**config.mk**
```make
export PLATFORM = sky130hd
export DESIGN_NAME = keypad_scanner
export DESIGN_NICKNAME = d
export VERILOG_FILES = /design/src/rtl/keypad_scanner.sv
export SDC_FILE = /design/constraint.sdc
export NUM_CORES = 1
export LEC_CHECK = 0
export CAP_MARGIN = 20
export CORE_MARGIN = 4
export CORE_UTILIZATION = 55
export CTS_CLUSTER_DIAMETER = 120
export DETAILED_ROUTE_END_ITERATION = 8
export GPL_ROUTABILITY_DRIVEN = 1
export GPL_TIMING_DRIVEN = 0
export PLACE_DENSITY = 0.75
export RECOVER_POWER = 50
export SLEW_MARGIN = 10
export SYNTH_ARGS = -nofsm -noshare
export SYNTH_HDL_FRONTEND = slang
export SYNTH_SLANG_ARGS = --single-unit
export TNS_END_PERCENT = 50
```
**constraint.sdc**
```tcl
create_clock -name slowclk -period 4.5 [get_ports slowclk]
set_input_delay 0.45 -clock slowclk [delete_from_list [all_inputs] [get_ports slowclk]]
set_output_delay 0.45 -clock slowclk [all_outputs]
set_load 0.02 [all_outputs]
```
**src/rtl/keypad_scanner.sv**
```systemverilog
// Matrix keypad scanner: one-hot column sweep, press/release debounce with ghost
// rejection, and a small key-event FIFO handed out over valid/ready.
module keypad_scanner #(
    parameter int NROWS      = 4,
    parameter int NCOLS      = 4,
    parameter int DEBOUNCE   = 4,
    parameter int FIFO_DEPTH = 4,
    parameter int CW         = $clog2(NROWS * NCOLS)
) (
    input  logic             slowclk,
    input  logic             reset,
    input  logic [NROWS-1:0] rows,
    output logic [NCOLS-1:0] cols,
    output logic             key_valid,
    input  logic             key_ready,
    output logic [CW-1:0]    key_code,
    output logic             key_held,
    output logic             overflow
);
    localparam int CNTW = $clog2(DEBOUNCE + 1);
    localparam int PW   = $clog2(FIFO_DEPTH);
    localparam int LW   = $clog2(FIFO_DEPTH + 1);
    localparam logic [NCOLS-1:0] COL_HOME = NCOLS'(1) << (NCOLS - 1);

    typedef enum logic [1:0] {SCAN, PRESS_DB, HELD, RELEASE_DB} state_t;

    state_t          state_reg;
    logic [CNTW-1:0] cnt_reg;
    logic [NROWS-1:0] row_latch_reg;
    logic [CW-1:0]   code_latch_reg;

    logic [CW-1:0]   mem [FIFO_DEPTH];
    logic [PW-1:0]   rd_ptr_reg, wr_ptr_reg, rd_ptr_inc;
    logic [LW-1:0]   level_reg, level_next;
    logic [CW-1:0]   head_next;

    logic            rows_zero, rows_single, rows_match, cols_onehot, cnt_last;
    logic            push, pop, full, push_ok;
    logic [CW-1:0]   scan_code;
    logic [NCOLS-1:0] cols_rot;

    assign rows_zero   = (rows == '0);
    assign rows_single = !rows_zero && ((rows & (rows - NROWS'(1))) == '0);
    assign rows_match  = (rows == row_latch_reg);
    assign cols_onehot = (cols != '0) && ((cols & (cols - NCOLS'(1))) == '0);
    assign cnt_last    = (cnt_reg == CNTW'(DEBOUNCE - 1));
    // An illegal column pattern snaps back to the home column instead of rotating.
    assign cols_rot    = cols_onehot ? {cols[0], cols[NCOLS-1:1]} : COL_HOME;

    always_comb begin
        scan_code = '0;
        for (int r = 0; r < NROWS; r++) begin
            for (int c = 0; c < NCOLS; c++) begin
                if (rows[r] && cols[c]) begin
                    scan_code = CW'(r * NCOLS + c);
                end
            end
        end
    end

    always_ff @(posedge slowclk or posedge reset) begin
        if (reset) begin
            state_reg      <= SCAN;
            cols           <= COL_HOME;
            cnt_reg        <= '0;
            row_latch_reg  <= '0;
            code_latch_reg <= '0;
            key_held       <= 1'b0;
        end else begin
            case (state_reg)
                SCAN: begin
                    if (rows_single) begin
                        row_latch_reg  <= rows;
                        code_latch_reg <= scan_code;
                        cnt_reg        <= CNTW'(1);
                        state_reg      <= PRESS_DB;
                    end else begin
                        cols <= cols_rot;
                    end
                end
                PRESS_DB: begin
                    if (rows_match) begin
                        cnt_reg <= cnt_reg + CNTW'(1);
                        if (cnt_last) begin
                            state_reg <= HELD;
                            key_held  <= 1'b1;
                        end
                    end else begin
                        state_reg <= SCAN;
                    end
                end
                HELD: begin
                    if (rows_zero) begin
                        cnt_reg   <= CNTW'(1);
                        state_reg <= RELEASE_DB;
                        key_held  <= 1'b0;
                    end
                end
                default: begin
                    if (rows_zero) begin
                        cnt_reg <= cnt_reg + CNTW'(1);
                        if (cnt_last) begin
                            state_reg <= SCAN;
                            cols      <= cols_rot;
                        end
                    end else begin
                        state_reg <= HELD;
                        key_held  <= 1'b1;
                    end
                end
            endcase
        end
    end

    assign push       = (state_reg == PRESS_DB) && rows_match && cnt_last;
    assign pop        = key_valid && key_ready;
    assign full       = (level_reg == LW'(FIFO_DEPTH));
    assign push_ok    = push && (!full || pop);
    assign rd_ptr_inc = rd_ptr_reg + PW'(1);
    assign level_next = level_reg + LW'(push_ok) - LW'(pop);

    // key_code is a head register so the next entry is ready the cycle after a pop.
    always_comb begin
        head_next = key_code;
        if (pop) begin
            if (level_reg > LW'(1)) begin
                head_next = mem[rd_ptr_inc];
            end else if (push_ok) begin
                head_next = code_latch_reg;
            end
        end else if (level_reg == '0 && push_ok) begin
            head_next = code_latch_reg;
        end
    end

    always_ff @(posedge slowclk or posedge reset) begin
        if (reset) begin
            rd_ptr_reg <= '0;
            wr_ptr_reg <= '0;
            level_reg  <= '0;
            key_valid  <= 1'b0;
            key_code   <= '0;
            overflow   <= 1'b0;
        end else begin
            if (push_ok) begin
                wr_ptr_reg <= wr_ptr_reg + PW'(1);
            end
            if (pop) begin
                rd_ptr_reg <= rd_ptr_inc;
            end
            level_reg <= level_next;
            key_valid <= (level_next != '0);
            key_code  <= head_next;
            if (push && full && !pop) begin
                overflow <= 1'b1;
            end
        end
    end

    always_ff @(posedge slowclk) begin
        if (push_ok) begin
            mem[wr_ptr_reg] <= code_latch_reg;
        end
    end
endmodule

```
==> flow_metrics.py <==
metrics = {
    "status": {
        "outcome": "completed",
    },
    "place": {
        "place_congestion": 0.884,
        "preCtsSetupSlack_ps": 918,
        "buffer_ports.inserted": 14,
        "dpl.hpwl_um": 3260,
        "dp.cells": 260,
    },
    "route": {
        "wl_per_cell_um": 15.8,
        "finalWirelength_um": 4230,
        "met2RoutedLength_um": 2190,
        "drtAntennaViolNets": 0,
        "vias": 1531,
        "m1WireLength_um": 1790,
        "met3WireLength_um": 174,
        "post_drt_via_cell_ratio": 5.71,
        "detailedRoute.firstIterationViolations": 50,
        "drc_errors": 0,
        "firstDrtPassIters": 4,
        "topRoutingLayerUsed": "met4",
    },
    "yosys": {
        "ys.warnings.count": 0,
        "ranking_of_synthesized_cells_by_area": "dfrtp_1, edfxtp_1, ha_1",
        "share_of_flip_flops_with_an_asynchronous_set_or_reset_after_synthesis_pct": 66.0,
        "synth-edff-count": 16,
        "avgSynthCellArea_um2": 12.3,
        "synth_cells": 195,
        "number_of_distinct_library_cells_after_synthesis": 46,
        "postSynthRegisterBits": 47,
        "synth_seq_area_share_pct": 52.5,
        "synthesis.nets": 216,
        "synth_largest_type_area_fraction_pct": 31.3,
        "postSynth.topFlopCell": "dfrtp_1",
        "synthesis.area_um2": 2390,
        "synth_top_area_cell": "dfrtp_1",
    },
    "timing": {
        "slew_viol_final": 0,
        "setup_tns_ps": 0,
        "period_minus_slack_ps": 3260,
        "fmax_ghz": 0.306,
        "finalClockSkew_ps": 12.4,
        "max_slew_margin_pct": 31.1,
        "worst_slack_ps": 1240,
        "final.period_utilization_pct": 72.5,
        "tightest_pin_transition_ps": 1030,
        "grt_setup_unrepaired": "no",
        "setup-violations-final": 0,
        "hold_viol_final": 0,
    },
    "global_routing": {
        "grt_pass1_wl_um": 7350,
        "groute.usage.overall_pct": 17.7,
        "grt_start_max_net_pins": 20,
        "antenna_found_initial": 0,
        "grt_pass1_vias": 1605,
        "grt-ovfl-total": 0,
    },
    "hold_path": {
        "timing.hold.worst.class": "input pin to register",
    },
    "worst_setup_path": {
        "crit_family": "simple AND/OR/NAND/NOR gates",
        "worst_setup_path_type": "input pin to register",
        "cp_cell_sequence": "clkdlybuf4s50_1, xor2_1, nor4_4, nand3_1, and2b_1, a21bo_2, ha_1, fa_1, or3_1",
        "cp_max_fo": 7,
        "worst-endpoint-arrival_ps": 3440,
        "crit_slowest_cell": "clkdlybuf4s50_1",
        "slowest_delay_ps": 620,
        "worstSetupEndpointType": "register",
        "critical_path_buf_inv_count": 1,
        "cp_data_required_time_ps": 4680,
        "startpoint_type": "input pin",
    },
    "pwr": {
        "power.ir.vdd_worst_mv": 0.303,
        "fin_total_pwr_mw": 1.66,
        "power_density_over_the_cells_nw_per_um2": 617,
        "power.static_leakage_nw": 1.13,
    },
    "floorplan": {
        "core-area_um2": 4120,
        "ioPinCount": 18,
        "initial_utilization_pct": 58.2,
        "dieWidth_um": 74.0,
        "num_rows": 23,
        "design.die.area_um2": 5470,
        "die_h_um": 74.0,
    },
    "clock_tree": {
        "clkSinkCount": 47,
        "clkTransAtPathRegs_ps": 80,
        "worstSkewPairLatency_ps": 300,
        "htreeDepth": 2,
        "cts-root-to-sink-buffers": 2,
        "tritoncts": "built",
        "cts_root_buffer": "clkbuf_8",
        "cts_hold_buffers": 0,
        "postCtsResizedCells": 0,
        "cts_inserted_buffers": 5,
        "post-cts-setup-buffer-count": 0,
    },
    "finish": {
        "drive_above_1_share_pct": 16.1,
        "area_growth_pct": 12.3,
        "largest_reg_flops": 16,
        "commonest_cells_after_routing_fill_and_taps_aside": "dfrtp_1, edfxtp_1",
        "largest_register": "mem",
        "mostFrequentLayoutCell": "dfrtp_1",
        "final-instance-count-excl-fill": 268,
        "diodes": 0,
        "fin_nets": 238,
    },
    "job": {
        "max_cap_viol_count": 0,
    },
}
[final cells by class]
cell class | instances | area [um^2]
Multi-Input combinational cell | 130 | 1060
Inverter | 13 | 48.8
Timing Repair Buffer | 15 | 144
Tap cell | 50 | 62.6
Fill cell | 318 | 1430
Sequential cell | 47 | 1260
Clock buffer | 5 | 68.8
Buffer | 5 | 28.8
Clock inverter | 3 | 20.0
[per-stage QoR]
| stage | hold slack, ps | instance area [um^2] | utilization [%] |
|---|---|---|---|
| 6_report | 449 | 2690 | 65.4 |
| 5_1_grt | 449 | 2690 | 65.4 |
| 4_1_cts | 447 | 2710 | 65.9 |
| 3_5_place_dp | 469 | 2630 | 63.8 |
| 3_3_place_gp | 458 | 2600 | 63.1 |
| 2_1_floorplan | 469 | 2390 | - |
[cells in the mapped netlist (2+ instances only)]
library cell and n:
clkbuf_1 2, dfrtp_1 30, nor3_1 4, buf_2 2
nand3_1 5, a22o_1 2, mux2_2 13, a221oi_1 2
nor2_1 10, o31ai_1 4, inv_1 13, mux2i_1 3
mux4_2 4, o21ai_0 12, a31oi_1 2, edfxtp_1 16
and2_1 5, xor2_1 6, a21oi_1 5, ha_1 13
nand2_1 13, o21ai_1 2, xnor2_1 4
[report_power, final]
group / total (mW) / switching (mW) / internal [mW]
Sequential: 0.719 / 0.131 / 0.588
Combinational: 0.691 / 0.359 / 0.332
Clock: 0.250 / 0.142 / 0.108
Total: 1.66 / 0.631 / 1.03
[per-layer routing]
layer  vias to the layer above  track usage [%]
met3                         9             4.05
met2                        28             31.5
li1                        744                -
met1                       750             21.4
met5                         -                0
met4                         0             5.43
[worst paths after layout]
check,start,to,slack (ps),cells after the start
setup reg to reg,row_latch_reg[1],key_valid,1560,8
hold reg to reg,overflow,overflow,490,1
setup / recovery,rows[0],key_valid,1240,9
min in group asynchronous,reset,level_reg[1],600,2
max in group asynchronous,reset,row_latch_reg[3],2610,3
hold / removal,rows[1],row_latch_reg[1],450,2
[cell families after synthesis]
family                   after synthesis  synth area share, %
AO/OA/AOI/OAI                         38                 10.3
XOR/XNOR                              11                 4.34
adder cells (fa/ha/maj)               14                 7.63
buffers and inverters                 18                 3.24
flip-flops                            47                 52.5
multiplexers                          20                 11.1
AND/OR/NAND/NOR                       47                 10.8
Power figures use the tool's default switching activity.
